[config.mk]
export PLATFORM = sky130hd
export DESIGN_NAME = uart_rx_flat
export DESIGN_NICKNAME = d
export VERILOG_FILES = /design/src/rtl/uart_rx_if.sv /design/src/rtl/uart_rx.sv /design/src/flat_wrapper.sv
export SDC_FILE = /design/constraint.sdc
export NUM_CORES = 1
export LEC_CHECK = 0
export CAP_MARGIN = 25
export CORE_UTILIZATION = 50
export DETAILED_ROUTE_END_ITERATION = 6
export PLACE_DENSITY = 0.71
export SYNTH_ARGS = -nofsm -noshare
export SYNTH_HDL_FRONTEND = slang
export SYNTH_SLANG_ARGS = --single-unit
[constraint.sdc]
create_clock -name Clock -period 1.7 [get_ports Clock]
set_clock_uncertainty 0.1 [all_clocks]
set_input_delay 0.17 -clock Clock [delete_from_list [all_inputs] [get_ports Clock]]
set_output_delay 0.17 -clock Clock [all_outputs]
set_load 0.01 [all_outputs]
[src/rtl/uart_rx_if.sv]
// Receive-side output bundle of uart_rx: byte strobe, data and error pulses.
// The receiver drives it through the master modport; consumers use slave.
interface uart_rx_if;
    logic       arrived;
    logic [7:0] dataO;
    logic       frameErr;
    logic       parityErr;
    logic       busy;

    modport master (
        output arrived,
        output dataO,
        output frameErr,
        output parityErr,
        output busy
    );

    modport slave (
        input arrived,
        input dataO,
        input frameErr,
        input parityErr,
        input busy
    );
endinterface

[src/rtl/uart_rx.sv]
// 8N1 UART receiver with start-bit validation and framing-error detection.
// Optional even-parity bit enabled by defining UART_RX_PARITY_EN.
module uart_rx #(
    parameter int CLKS_PER_BIT = 16,
    parameter int SYNC_STAGES  = 2
) (
    input  logic      Clock,
    input  logic      Reset,
    input  logic      RX,
    uart_rx_if.master rx_if
);

    localparam int CW = $clog2(CLKS_PER_BIT);
    localparam logic [CW-1:0] HALF_M1 = CW'(CLKS_PER_BIT / 2 - 1);
    localparam logic [CW-1:0] FULL_M1 = CW'(CLKS_PER_BIT - 1);

    typedef enum logic [2:0] {
        IDLE,
        START,
        DATA,
        PARITY,
        STOP,
        BRK
    } state_t;

    state_t                 state_q;
    logic [SYNC_STAGES-1:0] sync_q;
    logic [CW-1:0]          cnt_q;
    logic [2:0]             idx_q;
    logic [7:0]             shift_q;
    logic [7:0]             data_q;
    logic                   arrived_q;
    logic                   ferr_q;
    logic                   rxs;

`ifdef UART_RX_PARITY_EN
    logic                   perr_q;
    logic                   pbad_q;
`endif

    assign rxs = sync_q[SYNC_STAGES-1];

    always_ff @(posedge Clock) begin
        if (Reset) begin
            state_q   <= IDLE;
            sync_q    <= '1;
            cnt_q     <= '0;
            idx_q     <= '0;
            shift_q   <= '0;
            data_q    <= '0;
            arrived_q <= 1'b0;
            ferr_q    <= 1'b0;
`ifdef UART_RX_PARITY_EN
            perr_q    <= 1'b0;
            pbad_q    <= 1'b0;
`endif
        end else begin
            sync_q    <= {sync_q[SYNC_STAGES-2:0], RX};
            arrived_q <= 1'b0;
            ferr_q    <= 1'b0;
`ifdef UART_RX_PARITY_EN
            perr_q    <= 1'b0;
`endif
            unique case (state_q)
                IDLE: begin
                    if (!rxs) begin
                        state_q <= START;
                        cnt_q   <= '0;
                    end
                end
                START: begin
                    // mid-start-bit check rejects glitches
                    if (cnt_q == HALF_M1) begin
                        cnt_q   <= '0;
                        idx_q   <= '0;
                        state_q <= rxs ? IDLE : DATA;
                    end else begin
                        cnt_q <= cnt_q + CW'(1);
                    end
                end
                DATA: begin
                    if (cnt_q == FULL_M1) begin
                        cnt_q          <= '0;
                        shift_q[idx_q] <= rxs;
                        idx_q          <= idx_q + 3'd1;
                        if (idx_q == 3'd7) begin
`ifdef UART_RX_PARITY_EN
                            state_q <= PARITY;
`else
                            state_q <= STOP;
`endif
                        end
                    end else begin
                        cnt_q <= cnt_q + CW'(1);
                    end
                end
`ifdef UART_RX_PARITY_EN
                PARITY: begin
                    if (cnt_q == FULL_M1) begin
                        cnt_q   <= '0;
                        pbad_q  <= rxs ^ (^shift_q);
                        state_q <= STOP;
                    end else begin
                        cnt_q <= cnt_q + CW'(1);
                    end
                end
`endif
                STOP: begin
                    if (cnt_q == FULL_M1) begin
                        cnt_q <= '0;
                        if (rxs) begin
`ifdef UART_RX_PARITY_EN
                            if (pbad_q) begin
                                perr_q <= 1'b1;
                            end else begin
                                data_q    <= shift_q;
                                arrived_q <= 1'b1;
                            end
`else
                            data_q    <= shift_q;
                            arrived_q <= 1'b1;
`endif
                            state_q <= IDLE;
                        end else begin
                            ferr_q  <= 1'b1;
                            state_q <= BRK;
                        end
                    end else begin
                        cnt_q <= cnt_q + CW'(1);
                    end
                end
                BRK: begin
                    // a held-low line must not look like a new start
                    if (rxs) begin
                        state_q <= IDLE;
                    end
                end
                default: state_q <= IDLE;
            endcase
        end
    end

    assign rx_if.arrived  = arrived_q;
    assign rx_if.dataO    = data_q;
    assign rx_if.frameErr = ferr_q;
    assign rx_if.busy     = (state_q != IDLE);
`ifdef UART_RX_PARITY_EN
    assign rx_if.parityErr = perr_q;
`else
    assign rx_if.parityErr = 1'b0;
`endif

endmodule

[src/flat_wrapper.sv]
// flat-port wrapper written by rule: the top's interface ports become plain ports
module uart_rx_flat 
#(
    parameter int CLKS_PER_BIT = 16,
    parameter int SYNC_STAGES  = 2
)
  (Clock, Reset, RX, rx_if_arrived, rx_if_dataO, rx_if_frameErr, rx_if_parityErr, rx_if_busy);
  uart_rx_if rx_if_i ();
  input  logic Clock;
  input  logic Reset;
  input  logic RX;
  output wire logic [$bits(rx_if_i.arrived)-1:0] rx_if_arrived;
  output wire logic [$bits(rx_if_i.dataO)-1:0] rx_if_dataO;
  output wire logic [$bits(rx_if_i.frameErr)-1:0] rx_if_frameErr;
  output wire logic [$bits(rx_if_i.parityErr)-1:0] rx_if_parityErr;
  output wire logic [$bits(rx_if_i.busy)-1:0] rx_if_busy;
  assign rx_if_arrived = rx_if_i.arrived;
  assign rx_if_dataO = rx_if_i.dataO;
  assign rx_if_frameErr = rx_if_i.frameErr;
  assign rx_if_parityErr = rx_if_i.parityErr;
  assign rx_if_busy = rx_if_i.busy;
  uart_rx #(.CLKS_PER_BIT(CLKS_PER_BIT), .SYNC_STAGES(SYNC_STAGES)) u_core (.Clock(Clock), .Reset(Reset), .RX(RX), .rx_if(rx_if_i));
endmodule
# --- Word level (Yosys, flattened, before mapping) ---
# Cells that the tools add are included.
word_totals:
  output_inout_bits: 12
  wordCells: 60
  reg_bits: 30
  inputBits: 3
op_classes:
  n_reduce_logical: 12
  eq_ne: 13
  add_sub_neg: 2
  bitwise_logic: 2
  n_mux: 21
  magnitude_cmp: 2
op_table:
  columns: ["op", "n"]
  rows:
  - ["two-way mux 3 bit", 9]
  - ["one-hot mux 3 bit (5 select lines)", 1]
  - ["two-way mux 4 bit", 3]
  - ["one-hot mux 4 bit (3 select lines)", 1]
  - ["!= test 2 x 1 -> 1 bit (second input constant)", 5]
  - ["equality test 3 bit (second input constant)", 3]
  - ["bitwise mux 8 bit", 1]
  - ["one-hot mux 3 bit (2 select lines)", 1]
  - ["AND reduction 3 bit", 2]
  - ["AND reduction 6 bit", 1]
  - ["nonzero test 3 bit", 2]
  - ["adder 4 x 1 -> 4 bit (second input constant)", 1]
  - ["equality test 4 x 3 -> 1 bit (second input constant)", 1]
  - ["equality test 4 bit (second input constant)", 1]
  - ["less-than comparator 3 x 4 -> 1 bit (second input constant)", 1]
  - ["AND reduction 2 bit", 2]
  - ["adder 3 x 1 -> 3 bit (second input constant)", 1]
  - ["demux 1 bit (select 3 bit)", 1]
  - ["equality test 3 x 1 -> 1 bit (second input constant)", 1]
  - ["equality test 3 x 2 -> 1 bit (second input constant)", 1]
  - [">= comparator 3 x 1 -> 1 bit (second input constant)", 1]
  - ["logical NOT 3 bit", 1]
  - ["two-way mux 1 bit", 3]
  - ["OR reduction 3 bit", 1]
  - ["6 further kinds", 7]

# --- Longest topological paths before layout ---
logic_depth:
  word_depth: 5
  ltp_mapped: 5
  mapped_depth_nobuf: 5

# --- Least setup slack after synthesis ---
# No wires, ideal clock.
synth_path:
  path_type: "register -> register"
  from: "register u_core.cnt_q[0]"
  to: "register u_core.state_q[1]"
  period_less_slack_ns: 1.609
  arrival_ns: 1.378
  stages_incl_launch_ff: 6
  setup_time_ns: 0.131
  path_buffers: 0
  path_slack_ns: 0.091
  cell_sequence: "dfxtp_1 > ha_1 > and3b_1 > o21ai_1 > and2_4 > o32ai_2"
synth_via:
  elab_chain_len: 3
synth_lines:
  columns: ["item", "line", "rtl"]
  rows:
  - ["start: declaration", "uart_rx.sv:28", "logic [CW-1:0] cnt_q;"]
  - ["start signal: assignment", "uart_rx.sv:78", "cnt_q <= cnt_q + CW'(1);"]
  - ["start signal: assignment", "uart_rx.sv:94", "cnt_q <= cnt_q + CW'(1);"]
  - ["start signal: assignment", "uart_rx.sv:129", "cnt_q <= cnt_q + CW'(1);"]
  - ["equality test 4 bit / equality test 4 x 3 -> 1 bit (equally long branches)", "uart_rx.sv:82, uart_rx.sv:109, uart_rx.sv:73", null]
  - ["!= test 2 x 1 -> 1 bit (no source line)", null, null]
  - ["AND reduction 6 bit (no source line) *", null, null]
  - ["end signal: assignment", "uart_rx.sv:76", "state_q <= rxs ? IDLE : DATA;"]
  - ["end: declaration", "uart_rx.sv:26", "state_t state_q;"]
# Every way passes the cells marked *; elsewhere a longest branch is shown, timed or not.
# A chain may end at the register's enable or synchronous reset.

# --- Final worst setup path ---
layout_path:
  from: "register u_core.state_q[0]"
  to: "output rx_if_busy"
layout_via:
  elab_chain_len: 1
layout_lines:
  columns: ["item", "line", "rtl"]
  rows:
  - ["nonzero test 3 bit", "uart_rx.sv:146", "assign rx_if.busy = (state_q != IDLE);"]
  - ["end: declaration", "flat_wrapper.sv:16", "output wire logic [$bits(rx_if_i.busy)-1:0] rx_if_busy;"]
# Every way passes these cells.

==> results.md <==
- The run finished with clean final reports.
- The die is 56.1 µm wide.
- The floorplan step defined a core boundary enclosing 2760 µm².
- The worst setup path is captured at an output port.
- The worst register-to-register path ends at u_core.state_q[1].
- The internal power of the cells totals 1.09 mW.
- The async set or reset register ratio after synthesis is 0%.
- Of all nets on the critical path, the largest fanout is 6.
- Detailed placement finished with a half-perimeter wire length of 1.96 mm.
- In the global route stage, overall resource usage came out at 19.6%.
- The CTS tree is done.
- The I/O pin total is 15.
- In this run the worst hold path is classified as input pin to flop.
- The H-tree depth is 2.
- Traced cell by cell, the critical path runs through or3_4 -> dlygate4sd2_1.
- When the netlist entered floorplanning its net count stood at 163.
- The routed wirelength normalized by instance count is 12.7 µm.
- The pre-antenna-repair detailed-routing pass consisted of 4 iterations.
- The hold path startpoint is RX.
- The remaining number of nets flagged by the antenna check after routing is 0.
- The fraction of final layout cells with drive strength greater than 1 is 24.2%.
- The minimum clock period after layout is 1.64 ns.
- The clock latency of the later-clocked register in the worst-skew pair is 0.32 ns.
- The origin of the critical flop-to-flop path is u_core.cnt_q[0].
- The wire length reported by the detailed router is 2.70 mm.
- The switching component of the power is 0.272 mW.
- In the post-synthesis netlist, the biggest area contributors are sky130_fd_sc_hd__dfxtp_1 (41%), sky130_fd_sc_hd__mux2i_1 (10%), sky130_fd_sc_hd__nor2_1 (5.6%).
- The number of placement rows is 19.
- Dividing the detail-routed via count by the number of cells gives 5.49.
- After global routing the overflow that remains totals 0.
- Max-cap violations in this run came to 0.
- The count of endpoints failing hold in the final timing report came to 0.
- In this run switching power makes up 20.0% of total power.
- The number of cells on the worst hold path is 2.
- The number of antenna cells inserted is 0.
- Registers are responsible for 52.5% of the overall power.
- The highest clock frequency the design can meet is 610 MHz.
- The data arrival time of the worst path is 1.37 ns.
- The number of nets at the end of the flow is 188.
- The synthesized design spends more area on one cell type than any other, namely sky130_fd_sc_hd__dfxtp_1.
- Ranked by instance count, the synthesized netlist is headed by sky130_fd_sc_hd__dfxtp_1 (30), sky130_fd_sc_hd__nor2_1 (22), sky130_fd_sc_hd__mux2i_1 (15).
- Clock tree synthesis selected as its root buffer the cell sky130_fd_sc_hd__clkbuf_4.
- The vertical extent of the die is 56.1 µm.
- For the worst flop-to-flop path, the logic depth is 5.
- The average cell area after synthesis is 9.32 µm².
- The placer congestion estimate is 0.827.
- The synthesized design devotes to its leading area cell type 41.1% of total area.
- The DRC violation count after routing is 0.
- The number of design-rule violations left by the first detailed-router iteration is 14.
- Among all cell types in the netlist, the one instantiated most often is sky130_fd_sc_hd__dfxtp_1.
- The count of buffers inserted at the top-level ports is 13.
- Setup total negative slack on the finished layout was measured at 0 ns.
- The final setup violation count is 0.
- The number of antenna violations at the first check in global routing is 0.
- For this design the ratio of total power to cell area is 756 nW/µm².
- The number of buffers and inverters on the critical path is 1.
- Synthesis instantiated 46 different standard cells from the library.
- The proportion of power drawn by combinational gates is 6.4%.
- The first global-routing pass estimated 4.77 mm of wire.
- The number of global-route vias before repair is 1,086.
- The data required time at the worst endpoint is 1.43 ns.
- The startpoint-to-endpoint class of the critical path is flop to output port.
- The sort of element at the start of the critical path is a flop.
- Grouping stages by cell kind, the critical path spends the most delay in simple AND/OR/NAND/NOR gates.
- The number of warnings printed during yosys synthesis is 0.
- The number of slew-limit violations in the final report is 0.
- Buffers inserted to repair hold after CTS numbered 0.
- The final worst-path cycle share is 96.4%.
- In this run the static leakage power is 0.754 nW.
- Entering global routing, the biggest net connects 13 pins.
- The fraction of the core area covered by cells at the end of the flow is 65.4%.
- The power consumption is 1.36 mW.
- VDD sags by at most 0.000906 V.
- After clock tree synthesis, the clock-pin slew on the worst setup and hold paths is 0.09 ns.
- The portion of total power attributed to the clock network is 41.2%.
- The growth of design area from synthesis to finish is 23.3%.
- Setup repair after global routing left no endpoint under its margin.
- The path with the worst hold slack has its endpoint at u_core.sync_q[0].
- For this design, the slowest cell found on the critical path is sky130_fd_sc_hd__or3_4.
- The gate count after technology mapping is 157.
- The number of enable flip-flop cells after synthesis is 0.
- The synthesized design contains 30 register bits.
- The longest clock path from root to sink contains 2 buffers.
- The reg-to-reg setup timing slack is 0.10 ns.
- The number of vias after detailed routing is 1,169.
- Among all flip-flop cells after synthesis, the most frequent one is sky130_fd_sc_hd__dfxtp_1.
- The area of the die is 3150 µm².
- Of the synthesized area, sequential elements account for 41.1%.
- The initial utilization of the core area, before any placement, comes to 53.0%.
- The number of buffers added by the clock tree synthesis step is 5.
- The sink count of the clock tree is 30.
- For this run, the slowest stage of the critical path takes 0.40 ns.
- The mapped cell area is 1460 µm².
## power groups by stage
| stage | clock, mW | sequential (mW) | combinational (mW) |
|---|---|---|---|
| floorplan | 0 | 0.728 | 0.0623 |
| global placement | 0 | 0.734 | 0.0795 |
| detailed placement | 0 | 0.734 | 0.0805 |
| CTS | 0.576 | 0.718 | 0.0797 |
| global route | 0.616 | 0.717 | 0.0951 |
| finish | 0.561 | 0.716 | 0.0868 |
## how the worst max path moves through the flow
| stage | from | endpoint | slack, ns | cells past startpoint |
|---|---|---|---|---|
| after floorplan | u_core.cnt_q[0] | u_core.state_q[1] | 0.09 | 5 |
| after global placement | u_core.cnt_q[0] | u_core.state_q[1] | 0.05 | 5 |
| after detailed placement | u_core.cnt_q[0] | u_core.state_q[1] | -0.009 | 5 |
| after CTS | u_core.cnt_q[0] | u_core.state_q[1] | 0.01 | 5 |
| after global routing | u_core.cnt_q[0] | u_core.state_q[1] | 0.007 | 5 |
| final | u_core.state_q[0] | rx_if_busy | 0.06 | 2 |
## routing by layer
layer / wire (µm) / vias up / track usage, %
li1: - / 606 / -
met1: 1330 / 535 / 25.8
met2: 1230 / 21 / 29.6
met3: 88 / 7 / 5.58
met4: 44 / 0 / 9.41
met5: 0 / - / 0
## registers in the layout (all words and copies together), names as in the netlist
signal,count
u_core.sync_q,2
u_core.shift_q,8
u_core.rx_if.dataO,8
u_core.rx_if.arrived,1
u_core.cnt_q,4
u_core.state_q,3
u_core.rx_if.frameErr,1
u_core.idx_q,3
## cells in the final DEF, fill, tap and decap left out, types with 2 or more instances in the layout
cell,count
sky130_fd_sc_hd__a21oi_1,8
sky130_fd_sc_hd__and3_1,2
sky130_fd_sc_hd__buf_4,14
sky130_fd_sc_hd__clkbuf_4,5
sky130_fd_sc_hd__clkdlybuf4s50_1,12
sky130_fd_sc_hd__dfxtp_1,25
sky130_fd_sc_hd__dfxtp_2,3
sky130_fd_sc_hd__dfxtp_4,2
sky130_fd_sc_hd__ha_1,2
sky130_fd_sc_hd__inv_1,3
sky130_fd_sc_hd__mux2i_1,15
sky130_fd_sc_hd__nand2_1,7
sky130_fd_sc_hd__nand2b_1,7
sky130_fd_sc_hd__nand3_1,4
sky130_fd_sc_hd__nand3b_1,3
sky130_fd_sc_hd__nand4_1,7
sky130_fd_sc_hd__nand4_2,2
sky130_fd_sc_hd__nor2_1,22
sky130_fd_sc_hd__nor4_2,3
sky130_fd_sc_hd__o21ai_1,3
sky130_fd_sc_hd__or2_2,2
## area by class of cell
cell class | instances | area, µm²
Inverter | 4 | 15.0
Clock inverter | 1 | 30.0
Sequential cell | 30 | 612
Tap cell | 31 | 38.8
Multi-Input combinational cell | 113 | 802
Clock buffer | 6 | 51.3
Fill cell | 245 | 955
Timing Repair Buffer | 28 | 254
## repair_timing
action	in CTS	in global routing
gates resized for setup	5	5
setup buffers	0	5
setup endpoints to repair	2	16
## logic make-up (layout without fill, tap and decap cells)
| family | Yosys count | in the layout | synth area share, % |
|---|---|---|---|
| muxes | 15 | 15 | 10.3 |
| AOI/OAI and AO/OA | 24 | 24 | 12.2 |
| DFF | 30 | 30 | 41.1 |
| other | 1 | 1 | 0.256 |
| adders and majority gates | 3 | 3 | 2.57 |
| xor gates and xnor gates | 1 | 1 | 0.599 |
| buffers and inverters | 14 | 39 | 4.96 |
| and+or+nand+nor | 69 | 69 | 28.1 |
## metrics by stage
step	std cells	instance area (µm²)	hold WS [ns]	setup WS, ns
6_report	213	1800	0.314	0.0617
2_1_floorplan	157	1460	0.174	0.0911
3_5_place_dp	201	1660	0.302	-0.00936
5_1_grt	213	1800	0.290	0.00679
3_3_place_gp	201	1660	0.298	0.0528
4_1_cts	208	1750	0.307	0.0138
## worst reg2reg max path: stages (launching register included)
cell	delay, ns
sky130_fd_sc_hd__dfxtp_2	0.38
sky130_fd_sc_hd__ha_4	0.18
sky130_fd_sc_hd__nand3_1	0.11
sky130_fd_sc_hd__o211a_2	0.33
sky130_fd_sc_hd__and2_4	0.18
sky130_fd_sc_hd__o32ai_2	0.23
No activity file was read; power rests on OpenSTA's default activity.
